**config.mk**
```make
export PLATFORM = sky130hd
export DESIGN_NAME = ysyx_22050243_load_ctrl_flat
export DESIGN_NICKNAME = d
export VERILOG_FILES = /design/src/rtl/ysyx_22050243_lsu_pkg.sv /design/src/rtl/ysyx_22050243_load_ctrl_if.sv /design/src/rtl/ysyx_22050243_load_align.sv /design/src/rtl/ysyx_22050243_load_ctrl.sv /design/src/flat_wrapper.sv
export SDC_FILE = /design/constraint.sdc
export NUM_CORES = 1
export LEC_CHECK = 0
export ABC_CLOCK_PERIOD_IN_PS = 3100
export BUFFER_PORTS_ARGS = -buffer_cell sky130_fd_sc_hd__buf_2
export CORE_ASPECT_RATIO = 1.75
export CORE_MARGIN = 2
export CORE_UTILIZATION = 39
export DETAILED_ROUTE_END_ITERATION = 7
export PLACE_DENSITY_LB_ADDON = 0.12
export RECOVER_POWER = 25
export SLEW_MARGIN = 20
export SYNTH_ARGS = -nofsm -noshare
export SYNTH_HDL_FRONTEND = slang
export SYNTH_SLANG_ARGS = --single-unit
```
**constraint.sdc**
```tcl
create_clock -name clk -period 3.1 [get_ports clk]
set_input_delay 0.31 -clock clk [delete_from_list [all_inputs] [get_ports clk]]
set_output_delay 0.31 -clock clk [all_outputs]
set_load 0.05 [all_outputs]
```
**src/rtl/ysyx_22050243_lsu_pkg.sv**
```systemverilog
// Shared LSU definitions: funct3 encodings, load FSM states, response error codes
// and the latched-request payload.
package ysyx_22050243_lsu_pkg;

  localparam int unsigned LSU_XLEN   = 64;
  localparam int unsigned LSU_ADDR_W = 64;
  localparam int unsigned OFF_W      = 3;
  localparam int unsigned F3_W       = 3;
  localparam int unsigned RD_W       = 5;
  localparam int unsigned ERR_W      = 2;

  localparam logic [F3_W-1:0] F3_LB  = 3'b000;
  localparam logic [F3_W-1:0] F3_LH  = 3'b001;
  localparam logic [F3_W-1:0] F3_LW  = 3'b010;
  localparam logic [F3_W-1:0] F3_LD  = 3'b011;
  localparam logic [F3_W-1:0] F3_LBU = 3'b100;
  localparam logic [F3_W-1:0] F3_LHU = 3'b101;
  localparam logic [F3_W-1:0] F3_LWU = 3'b110;
  localparam logic [F3_W-1:0] F3_ILL = 3'b111;

  localparam logic [ERR_W-1:0] ERR_NONE     = 2'd0;
  localparam logic [ERR_W-1:0] ERR_MISALIGN = 2'd1;
  localparam logic [ERR_W-1:0] ERR_BUS      = 2'd2;
  localparam logic [ERR_W-1:0] ERR_ILLEGAL  = 2'd3;

  typedef enum logic [1:0] {
    S_IDLE = 2'd0,
    S_ADDR = 2'd1,
    S_DATA = 2'd2,
    S_RESP = 2'd3
  } load_state_e;

  typedef struct packed {
    logic [OFF_W-1:0] off;
    logic [F3_W-1:0]  funct3;
    logic [RD_W-1:0]  rd;
  } load_req_t;

  // funct3[1:0] is the access size: 0 byte, 1 half, 2 word, 3 dword.
  function automatic logic is_misaligned(input logic [1:0] size, input logic [OFF_W-1:0] off);
    case (size)
      2'b01:   return off[0];
      2'b10:   return |off[1:0];
      2'b11:   return |off;
      default: return 1'b0;
    endcase
  endfunction

endpackage

```
**src/rtl/ysyx_22050243_load_ctrl_if.sv**
```systemverilog
// Request, data-memory read and writeback-response signals of the load controller.
// The controller connects through the slave modport; the environment uses master.
interface ysyx_22050243_load_ctrl_if #(
  parameter int unsigned XLEN   = ysyx_22050243_lsu_pkg::LSU_XLEN,
  parameter int unsigned ADDR_W = ysyx_22050243_lsu_pkg::LSU_ADDR_W
) ();

  logic              req_valid;
  logic              req_ready;
  logic [ADDR_W-1:0] req_addr;
  logic [2:0]        req_funct3;
  logic [4:0]        req_rd;

  logic              mem_arvalid;
  logic              mem_arready;
  logic [ADDR_W-1:0] mem_araddr;
  logic              mem_rvalid;
  logic              mem_rready;
  logic [XLEN-1:0]   mem_rdata;
  logic [1:0]        mem_rresp;

  logic              resp_valid;
  logic              resp_ready;
  logic [XLEN-1:0]   resp_data;
  logic [4:0]        resp_rd;
  logic [1:0]        resp_err;

  modport slave (
    input  req_valid, req_addr, req_funct3, req_rd,
    output req_ready,
    output mem_arvalid, mem_araddr, mem_rready,
    input  mem_arready, mem_rvalid, mem_rdata, mem_rresp,
    output resp_valid, resp_data, resp_rd, resp_err,
    input  resp_ready
  );

  modport master (
    output req_valid, req_addr, req_funct3, req_rd,
    input  req_ready,
    input  mem_arvalid, mem_araddr, mem_rready,
    output mem_arready, mem_rvalid, mem_rdata, mem_rresp,
    input  resp_valid, resp_data, resp_rd, resp_err,
    output resp_ready
  );

endinterface

```
**src/rtl/ysyx_22050243_load_align.sv**
```systemverilog
// Lane select and sign/zero extension of an aligned 8-byte beat for RV64 loads.
module ysyx_22050243_load_align
  import ysyx_22050243_lsu_pkg::*;
#(
  parameter int unsigned XLEN = LSU_XLEN
) (
  input  logic [XLEN-1:0]  rdata,
  input  logic [OFF_W-1:0] offset,
  input  logic [F3_W-1:0]  funct3,
  output logic [XLEN-1:0]  data_c
);

  logic [XLEN-1:0] shifted;

  always_comb begin
    shifted = rdata >> {offset, 3'b000};
    data_c  = '0;
    case (funct3)
      F3_LB:   data_c = {{(XLEN-8){shifted[7]}},   shifted[7:0]};
      F3_LH:   data_c = {{(XLEN-16){shifted[15]}}, shifted[15:0]};
      F3_LW:   data_c = {{(XLEN-32){shifted[31]}}, shifted[31:0]};
      F3_LD:   data_c = shifted;
      F3_LBU:  data_c = {{(XLEN-8){1'b0}},  shifted[7:0]};
      F3_LHU:  data_c = {{(XLEN-16){1'b0}}, shifted[15:0]};
      F3_LWU:  data_c = {{(XLEN-32){1'b0}}, shifted[31:0]};
      default: data_c = '0;
    endcase
  end

endmodule

```
**src/rtl/ysyx_22050243_load_ctrl.sv**
```systemverilog
// RV64 LSU load controller: one outstanding load, aligned memory read, lane extract,
// registered WBU response. YSYX_22050243_LOAD_PERF_EN adds a saturating stall counter.
module ysyx_22050243_load_ctrl
  import ysyx_22050243_lsu_pkg::*;
#(
  parameter int unsigned XLEN   = LSU_XLEN,
  parameter int unsigned ADDR_W = LSU_ADDR_W
) (
  input  logic clk,
  input  logic rst_n,
  ysyx_22050243_load_ctrl_if.slave bus
`ifdef YSYX_22050243_LOAD_PERF_EN
  ,
  output logic [31:0] perf_stall_cnt
`endif
);

  load_state_e     state;
  load_req_t       req_q;
  logic [XLEN-1:0] aligned_c;

  ysyx_22050243_load_align #(.XLEN(XLEN)) u_align (
    .rdata  (bus.mem_rdata),
    .offset (req_q.off),
    .funct3 (req_q.funct3),
    .data_c (aligned_c)
  );

  // Control FSM; every bus output is a register updated on state transitions.
  always_ff @(posedge clk) begin
    if (!rst_n) begin
      state           <= S_IDLE;
      req_q           <= '0;
      bus.req_ready   <= 1'b1;
      bus.mem_arvalid <= 1'b0;
      bus.mem_araddr  <= '0;
      bus.mem_rready  <= 1'b0;
      bus.resp_valid  <= 1'b0;
      bus.resp_data   <= '0;
      bus.resp_rd     <= '0;
      bus.resp_err    <= ERR_NONE;
    end else begin
      case (state)
        S_IDLE: begin
          if (bus.req_valid) begin
            req_q.off     <= bus.req_addr[OFF_W-1:0];
            req_q.funct3  <= bus.req_funct3;
            req_q.rd      <= bus.req_rd;
            bus.req_ready <= 1'b0;
            // Illegal and misaligned loads answer directly without touching memory.
            if (bus.req_funct3 == F3_ILL) begin
              state          <= S_RESP;
              bus.resp_valid <= 1'b1;
              bus.resp_data  <= '0;
              bus.resp_rd    <= bus.req_rd;
              bus.resp_err   <= ERR_ILLEGAL;
            end else if (is_misaligned(bus.req_funct3[1:0], bus.req_addr[OFF_W-1:0])) begin
              state          <= S_RESP;
              bus.resp_valid <= 1'b1;
              bus.resp_data  <= '0;
              bus.resp_rd    <= bus.req_rd;
              bus.resp_err   <= ERR_MISALIGN;
            end else begin
              state           <= S_ADDR;
              bus.mem_arvalid <= 1'b1;
              bus.mem_araddr  <= {bus.req_addr[ADDR_W-1:OFF_W], OFF_W'(0)};
            end
          end
        end
        S_ADDR: begin
          if (bus.mem_arready) begin
            state           <= S_DATA;
            bus.mem_arvalid <= 1'b0;
            bus.mem_rready  <= 1'b1;
          end
        end
        S_DATA: begin
          if (bus.mem_rvalid) begin
            state          <= S_RESP;
            bus.mem_rready <= 1'b0;
            bus.resp_valid <= 1'b1;
            bus.resp_rd    <= req_q.rd;
            if (bus.mem_rresp != 2'd0) begin
              bus.resp_data <= '0;
              bus.resp_err  <= ERR_BUS;
            end else begin
              bus.resp_data <= aligned_c;
              bus.resp_err  <= ERR_NONE;
            end
          end
        end
        S_RESP: begin
          if (bus.resp_ready) begin
            state          <= S_IDLE;
            bus.resp_valid <= 1'b0;
            bus.req_ready  <= 1'b1;
          end
        end
        default: state <= S_IDLE;
      endcase
    end
  end

`ifdef YSYX_22050243_LOAD_PERF_EN
  logic stall_c;

  assign stall_c = ((state == S_ADDR) && !bus.mem_arready) ||
                   ((state == S_DATA) && !bus.mem_rvalid);

  // Memory-side stall cycles, saturating at all-ones.
  always_ff @(posedge clk) begin
    if (!rst_n) begin
      perf_stall_cnt <= '0;
    end else if (stall_c && (perf_stall_cnt != 32'hFFFF_FFFF)) begin
      perf_stall_cnt <= perf_stall_cnt + 32'd1;
    end
  end
`endif

endmodule

```
**src/flat_wrapper.sv**
```systemverilog
// flat-port wrapper written by rule: the top's interface ports become plain ports
module ysyx_22050243_load_ctrl_flat import ysyx_22050243_lsu_pkg::*;
#(
  parameter int unsigned XLEN   = LSU_XLEN,
  parameter int unsigned ADDR_W = LSU_ADDR_W
)
  (clk, rst_n, bus_req_valid, bus_req_addr, bus_req_funct3, bus_req_rd, bus_req_ready, bus_mem_arvalid, bus_mem_araddr, bus_mem_rready, bus_mem_arready, bus_mem_rvalid, bus_mem_rdata, bus_mem_rresp, bus_resp_valid, bus_resp_data, bus_resp_rd, bus_resp_err, bus_resp_ready);
  ysyx_22050243_load_ctrl_if #(.XLEN(XLEN), .ADDR_W(ADDR_W)) bus_i ();
  input  logic clk;
  input  logic rst_n;
  input wire logic [$bits(bus_i.req_valid)-1:0] bus_req_valid;
  input wire logic [$bits(bus_i.req_addr)-1:0] bus_req_addr;
  input wire logic [$bits(bus_i.req_funct3)-1:0] bus_req_funct3;
  input wire logic [$bits(bus_i.req_rd)-1:0] bus_req_rd;
  output wire logic [$bits(bus_i.req_ready)-1:0] bus_req_ready;
  output wire logic [$bits(bus_i.mem_arvalid)-1:0] bus_mem_arvalid;
  output wire logic [$bits(bus_i.mem_araddr)-1:0] bus_mem_araddr;
  output wire logic [$bits(bus_i.mem_rready)-1:0] bus_mem_rready;
  input wire logic [$bits(bus_i.mem_arready)-1:0] bus_mem_arready;
  input wire logic [$bits(bus_i.mem_rvalid)-1:0] bus_mem_rvalid;
  input wire logic [$bits(bus_i.mem_rdata)-1:0] bus_mem_rdata;
  input wire logic [$bits(bus_i.mem_rresp)-1:0] bus_mem_rresp;
  output wire logic [$bits(bus_i.resp_valid)-1:0] bus_resp_valid;
  output wire logic [$bits(bus_i.resp_data)-1:0] bus_resp_data;
  output wire logic [$bits(bus_i.resp_rd)-1:0] bus_resp_rd;
  output wire logic [$bits(bus_i.resp_err)-1:0] bus_resp_err;
  input wire logic [$bits(bus_i.resp_ready)-1:0] bus_resp_ready;
  assign bus_i.req_valid = bus_req_valid;
  assign bus_i.req_addr = bus_req_addr;
  assign bus_i.req_funct3 = bus_req_funct3;
  assign bus_i.req_rd = bus_req_rd;
  assign bus_req_ready = bus_i.req_ready;
  assign bus_mem_arvalid = bus_i.mem_arvalid;
  assign bus_mem_araddr = bus_i.mem_araddr;
  assign bus_mem_rready = bus_i.mem_rready;
  assign bus_i.mem_arready = bus_mem_arready;
  assign bus_i.mem_rvalid = bus_mem_rvalid;
  assign bus_i.mem_rdata = bus_mem_rdata;
  assign bus_i.mem_rresp = bus_mem_rresp;
  assign bus_resp_valid = bus_i.resp_valid;
  assign bus_resp_data = bus_i.resp_data;
  assign bus_resp_rd = bus_i.resp_rd;
  assign bus_resp_err = bus_i.resp_err;
  assign bus_i.resp_ready = bus_resp_ready;
  ysyx_22050243_load_ctrl #(.XLEN(XLEN), .ADDR_W(ADDR_W)) u_core (.clk(clk), .rst_n(rst_n), .bus(bus_i));
endmodule
```
==> results_tabular.tex <==
\begin{tabular}{lr}
\hline
Metric & Value \\
\hline
\multicolumn{2}{l}{\textbf{Clock tree}} \\
\quad Post CTS Setup Buffer Count & 0 \\
\quad Clock transition at the register clock pins on the worst setup and hold paths after CTS & 0.06 ns \\
\quad H-tree depth reported by CTS & 4 \\
\quad Post-cts hold buffer count & 0 \\
\quad Maximum count of clock buffers along a single path & 2 \\
\quad Number of buffers inserted during clock tree synthesis & 17 \\
\quad Number of resized instances in the post-cts repair step & 0 \\
\quad TritonCTS clock tree & built \\
\quad Clock Tree Root & sky130\_fd\_sc\_hd\_\_clkbuf\_16 \\
\quad Sink count of the clock tree & 149 \\
\quad Source-to-sink clock delay at the later pin of the worst-skew pair & 0.44 ns \\
\multicolumn{2}{l}{\textbf{Timing}} \\
\quad Slew of the pin with the lowest slew margin & 0.715 ns \\
\quad Portion of the clock cycle consumed by the worst path in the final layout & 77.4\% \\
\quad Slew Viols, Final & 0 \\
\quad Rel. slew slack & 52.1\% \\
\quad Sum of negative setup slack & 0 ns \\
\quad Maximum operating frequency & 417 MHz \\
\quad Final Worst Setup Slack & 0.702 ns \\
\quad Endpoints failing hold & 0 \\
\quad Setup repair after global routing missed its margin & no \\
\quad Final setup violation count & 0 \\
\quad Min cycle time layout & 2.40 ns \\
\quad Clock skew after layout & 0.00536 ns \\
\multicolumn{2}{l}{\textbf{Logic synthesis}} \\
\quad Xor and xnor fraction of the mapped netlist area & 0\% \\
\quad Seq/Total Area, Yosys & 38.7\% \\
\quad Number of standard cells after synthesis & 872 \\
\quad Share of synthesized cell area in and, or, nand and nor gates & 20.1\% \\
\quad Fraction of registers with async set/reset & 0\% \\
\quad Top area cells in the synthesized netlist & sky130\_fd\_sc\_hd\_\_dfxtp\_1, sky130\_fd\_sc\_hd\_\_nand2\_1, sky130\_fd\_sc\_hd\_\_a21boi\_0 \\
\quad Synthesis-stage register bit count & 149 \\
\quad Area fraction of the dominant cell type after synthesis & 38.7\% \\
\quad Cell type contributing the most total cell area after synthesis & sky130\_fd\_sc\_hd\_\_dfxtp\_1 \\
\quad Main combinational cell family by area after synthesis & compound AO/OA/AOI/OAI gates \\
\quad Compound-cell area share of the yosys netlist & 22.2\% \\
\quad Fraction of the mapped netlist area in adder cells & 0.813\% \\
\quad Mapped Area & 7700 sq um \\
\quad EDFF count, synth & 0 \\
\quad Most common flop cell mapped by yosys & sky130\_fd\_sc\_hd\_\_dfxtp\_1 \\
\quad Distinct cell type count after synthesis & 46 \\
\quad Count leader, synth & sky130\_fd\_sc\_hd\_\_nand2\_1 \\
\quad Mux cell area share after synthesis & 12.5\% \\
\quad YS warnings & 0 \\
\quad Post-synthesis average cell area & 8.83 sq um \\
\quad List of most frequent post-synthesis cells & sky130\_fd\_sc\_hd\_\_nand2\_1, sky130\_fd\_sc\_hd\_\_dfxtp\_1, sky130\_fd\_sc\_hd\_\_a21boi\_0 \\
\multicolumn{2}{l}{\textbf{Worst setup path}} \\
\quad Launch point of the worst path & u\_core.req\_q[9]\$\_SDFFE\_PN0P\_ \\
\quad FF-to-FF End & u\_core.bus.resp\_data[42]\$\_SDFFE\_PN0P\_ \\
\quad Setup Crit Path Kind & flop to flop \\
\quad Buf+Inv Stages, Crit Path & 1 \\
\quad CP peak stage delay & 0.58 ns \\
\quad Sequence of cells on the critical path & buf\_4, mux2i\_1, a2bb2oi\_1, nor2\_1, nor4\_1, o2bb2ai\_1 \\
\quad Req. time, crit path & 3.41 ns \\
\quad Maximum fanout encountered on the critical timing path & 27 \\
\quad Number of logic stages on the critical path including buffering & 6 \\
\quad Critical-path cell with the highest stage delay & sky130\_fd\_sc\_hd\_\_dfxtp\_2 \\
\quad Worst EP arrival & 2.71 ns \\
\quad Cell family with the largest share of critical-path delay & flip-flops \\
\quad Startpoint class of the critical path & flop \\
\quad Reg-to-Reg Start & u\_core.req\_q[9]\$\_SDFFE\_PN0P\_ \\
\quad Number of cells traversed by the worst register-to-register path & 6 \\
\quad Element type at the critical path end & flop \\
\quad End of the critical path & u\_core.bus.resp\_data[42]\$\_SDFFE\_PN0P\_ \\
\quad Setup slack, reg-to-reg & 0.70 ns \\
\multicolumn{2}{l}{\textbf{Power}} \\
\quad Internal power of the cells & 4.40 mW \\
\quad Power per cell area & 729 nW/um\^{}2 \\
\quad Clock share of power & 30.6\% \\
\quad Switch Pwr & 2.79 mW \\
\quad Combinational Power Share & 38.3\% \\
\quad Power share of the sequential group & 31.1\% \\
\quad Static leakage & 3.87 nW \\
\quad Largest voltage drop on the vdd net & 0.480 mV \\
\quad Switch share & 38.8\% \\
\quad Overall Power & 7.19 mW \\
\multicolumn{2}{l}{\textbf{Die}} \\
\quad Die Footprint & 20900 sq um \\
\quad IO Pins & 283 \\
\quad Die extent in x & 110 microns \\
\quad Core Area & 19600 sq um \\
\quad Starting Density & 39.3\% \\
\quad Die boundary height & 190 microns \\
\quad Number of rows in the core area & 68 \\
\multicolumn{2}{l}{\textbf{Hold path}} \\
\quad Worst hold-check path type & input port to flop \\
\multicolumn{2}{l}{\textbf{Drt}} \\
\quad Number of DRC violations after detailed-routing iteration 0 & 413 \\
\quad Drt via density & 5.41 \\
\quad Post-detailed-route DRC marker count & 0 \\
\quad ANT nets after route & 0 \\
\quad Vias & 7443 \\
\quad Number of detailed-routing iterations run before antenna repair & 4 \\
\quad Routed wire length per instance & 19.2 microns \\
\quad Total wire length & 26500 microns \\
\multicolumn{2}{l}{\textbf{Global route}} \\
\quad Overall global routing resource usage & 25.7\% \\
\quad Number of antenna violations at the first check in global routing & 0 \\
\quad Global-route wire length before repair & 39800 microns \\
\quad Remaining Overflow, GRT & 0 \\
\quad Vias in the first global route & 7207 \\
\quad Largest net degree at the start of global routing & 62 \\
\multicolumn{2}{l}{\textbf{Cells and area}} \\
\quad Synth-to-Final Area Change & 28.2\% \\
\quad Inserted Diodes & 0 \\
\quad Final standard cell utilization of the core & 50.4\% \\
\quad Share of post-route cells with drive strength above 1 & 28.3\% \\
\quad Count of nets after finishing & 1266 \\
\multicolumn{2}{l}{\textbf{Placed design}} \\
\quad Number of I/O port buffers & 279 \\
\quad Final GP Congestion & 0.972 \\
\quad Estimated wirelength of the detail-placed design & 20000 microns \\
\quad Worst setup timing slack at the placement stage & 0.670 ns \\
\multicolumn{2}{l}{\textbf{Outcome}} \\
\quad Run status & finished, final reports clean \\
\multicolumn{2}{l}{\textbf{Flow run}} \\
\quad Max-Cap Viols & 0 \\
\hline
\end{tabular}
[metrics by stage]
stage / instance area [sq um] / hold WS [ns] / instances
after floorplan: 7710 / 0.443 / 874
after global placement: 9330 / 0.441 / 1343
after detailed placement: 9330 / 0.443 / 1343
after CTS: 9960 / 0.0973 / 1375
after global routing: 9870 / 0.105 / 1375
final: 9870 / 0.110 / 1375
[kinds of logic after synthesis]
| kind of cell | count (synthesis) |
|---|---|
| DFF | 149 |
| buffers and inverters | 93 |
| adders and majority gates | 5 |
| muxes | 65 |
| AOI/OAI and AO/OA | 224 |
| other | 1 |
| and+or+nand+nor | 335 |
[placed cells by master (no fill, tap or decap), drive strengths merged, types with 2 or more instances in the layout]
cell	synthesis	layout
nor3	32	32
nor2	25	25
nand3	13	13
clkinvlp	0	2
nor3b	2	2
a21boi	74	74
nand2	190	190
bufinv	0	4
o2bb2ai	56	56
mux4	24	24
mux2i	34	34
nor2b	7	7
o21ba	7	7
and3	2	2
mux2	7	7
buf	35	239
o21ai	13	13
ha	5	5
a22oi	8	8
a211oi	6	6
and2	19	19
nor4	18	18
inv	8	8
conb	1	3
dfxtp	149	149
o211ai	3	3
o21a	4	4
o211a	3	3
clkbuf	50	89
clkinv	0	7
a31oi	14	14
or3	8	8
nand2b	9	9
a2bb2oi	8	8
a2111oi	8	8
a21oi	18	18
nor4b	9	9
[routing by layer]
layer  vias up  wire length, microns  track usage [%]  part of all wire, %
met4         0                  1620             16.5                  6.1
met2       297                 13600             44.6                   51
met1      3454                  9530             26.8                   36
li1       3626                     -                -                    -
met5         -                     0                0                    0
met3        66                  1720             6.30                  6.5
[power by group through the flow]
| stage | Combinational [mW] | Sequential (mW) | Clock, mW |
|---|---|---|---|
| after CTS | 2.80 | 2.23 | 2.25 |
| final | 2.75 | 2.23 | 2.20 |
| after detailed placement | 2.79 | 2.27 | 0 |
| after global routing | 2.98 | 2.26 | 2.32 |
| after global placement | 2.79 | 2.27 | 0 |
| after floorplan | 1.55 | 2.73 | 0 |
[how the worst min path moves through the flow]
| stage | from | end | slack [ns] | cells after the start |
|---|---|---|---|---|
| after floorplan | u_core.req_q[0]$_SDFFE_PN0P_ | u_core.req_q[0]$_SDFFE_PN0P_ | 0.44 | 2 |
| after global placement | u_core.bus.resp_data[13]$_SDFFE_PN0P_ | u_core.bus.resp_data[13]$_SDFFE_PN0P_ | 0.44 | 1 |
| after detailed placement | u_core.bus.resp_data[20]$_SDFFE_PN0P_ | u_core.bus.resp_data[20]$_SDFFE_PN0P_ | 0.44 | 1 |
| after CTS | bus_req_addr[30] | u_core.bus.mem_araddr[30]$_SDFFE_PN0P_ | 0.1 | 3 |
| after global routing | bus_req_addr[29] | u_core.bus.mem_araddr[29]$_SDFFE_PN0P_ | 0.11 | 3 |
| final | bus_req_addr[30] | u_core.bus.mem_araddr[30]$_SDFFE_PN0P_ | 0.11 | 3 |
[registers in the layout, indices dropped and copies added, names as in the netlist]
signal                  cells
u_core.bus.resp_valid       1
u_core.bus.resp_rd          5
u_core.bus.resp_err         2
u_core.req_q               11
u_core.bus.mem_rready       1
u_core.state                2
u_core.bus.req_ready        1
u_core.bus.mem_arvalid      1
u_core.bus.resp_data       64
u_core.bus.mem_araddr      61
[worst reg2reg max path: cells and delay by family (launching register included)]
kind | cells | cell delay, ns
DFF | 1 | 0.58
AOI/OAI and AO/OA | 2 | 0.54
buffers and inverters | 1 | 0.43
muxes | 1 | 0.28
and+or+nand+nor | 2 | 0.44
[area by class of cell]
cell class              instances  area [sq um]
multi-input cells             632          4330
repair buffers                309          1600
fillers                      1993          9700
inverters                       8          30.0
clock inverters                13           181
flip-flops and latches        149          2990
clock buffers                  19           443
well taps                     245           307
Power figures use the tool's default switching activity.
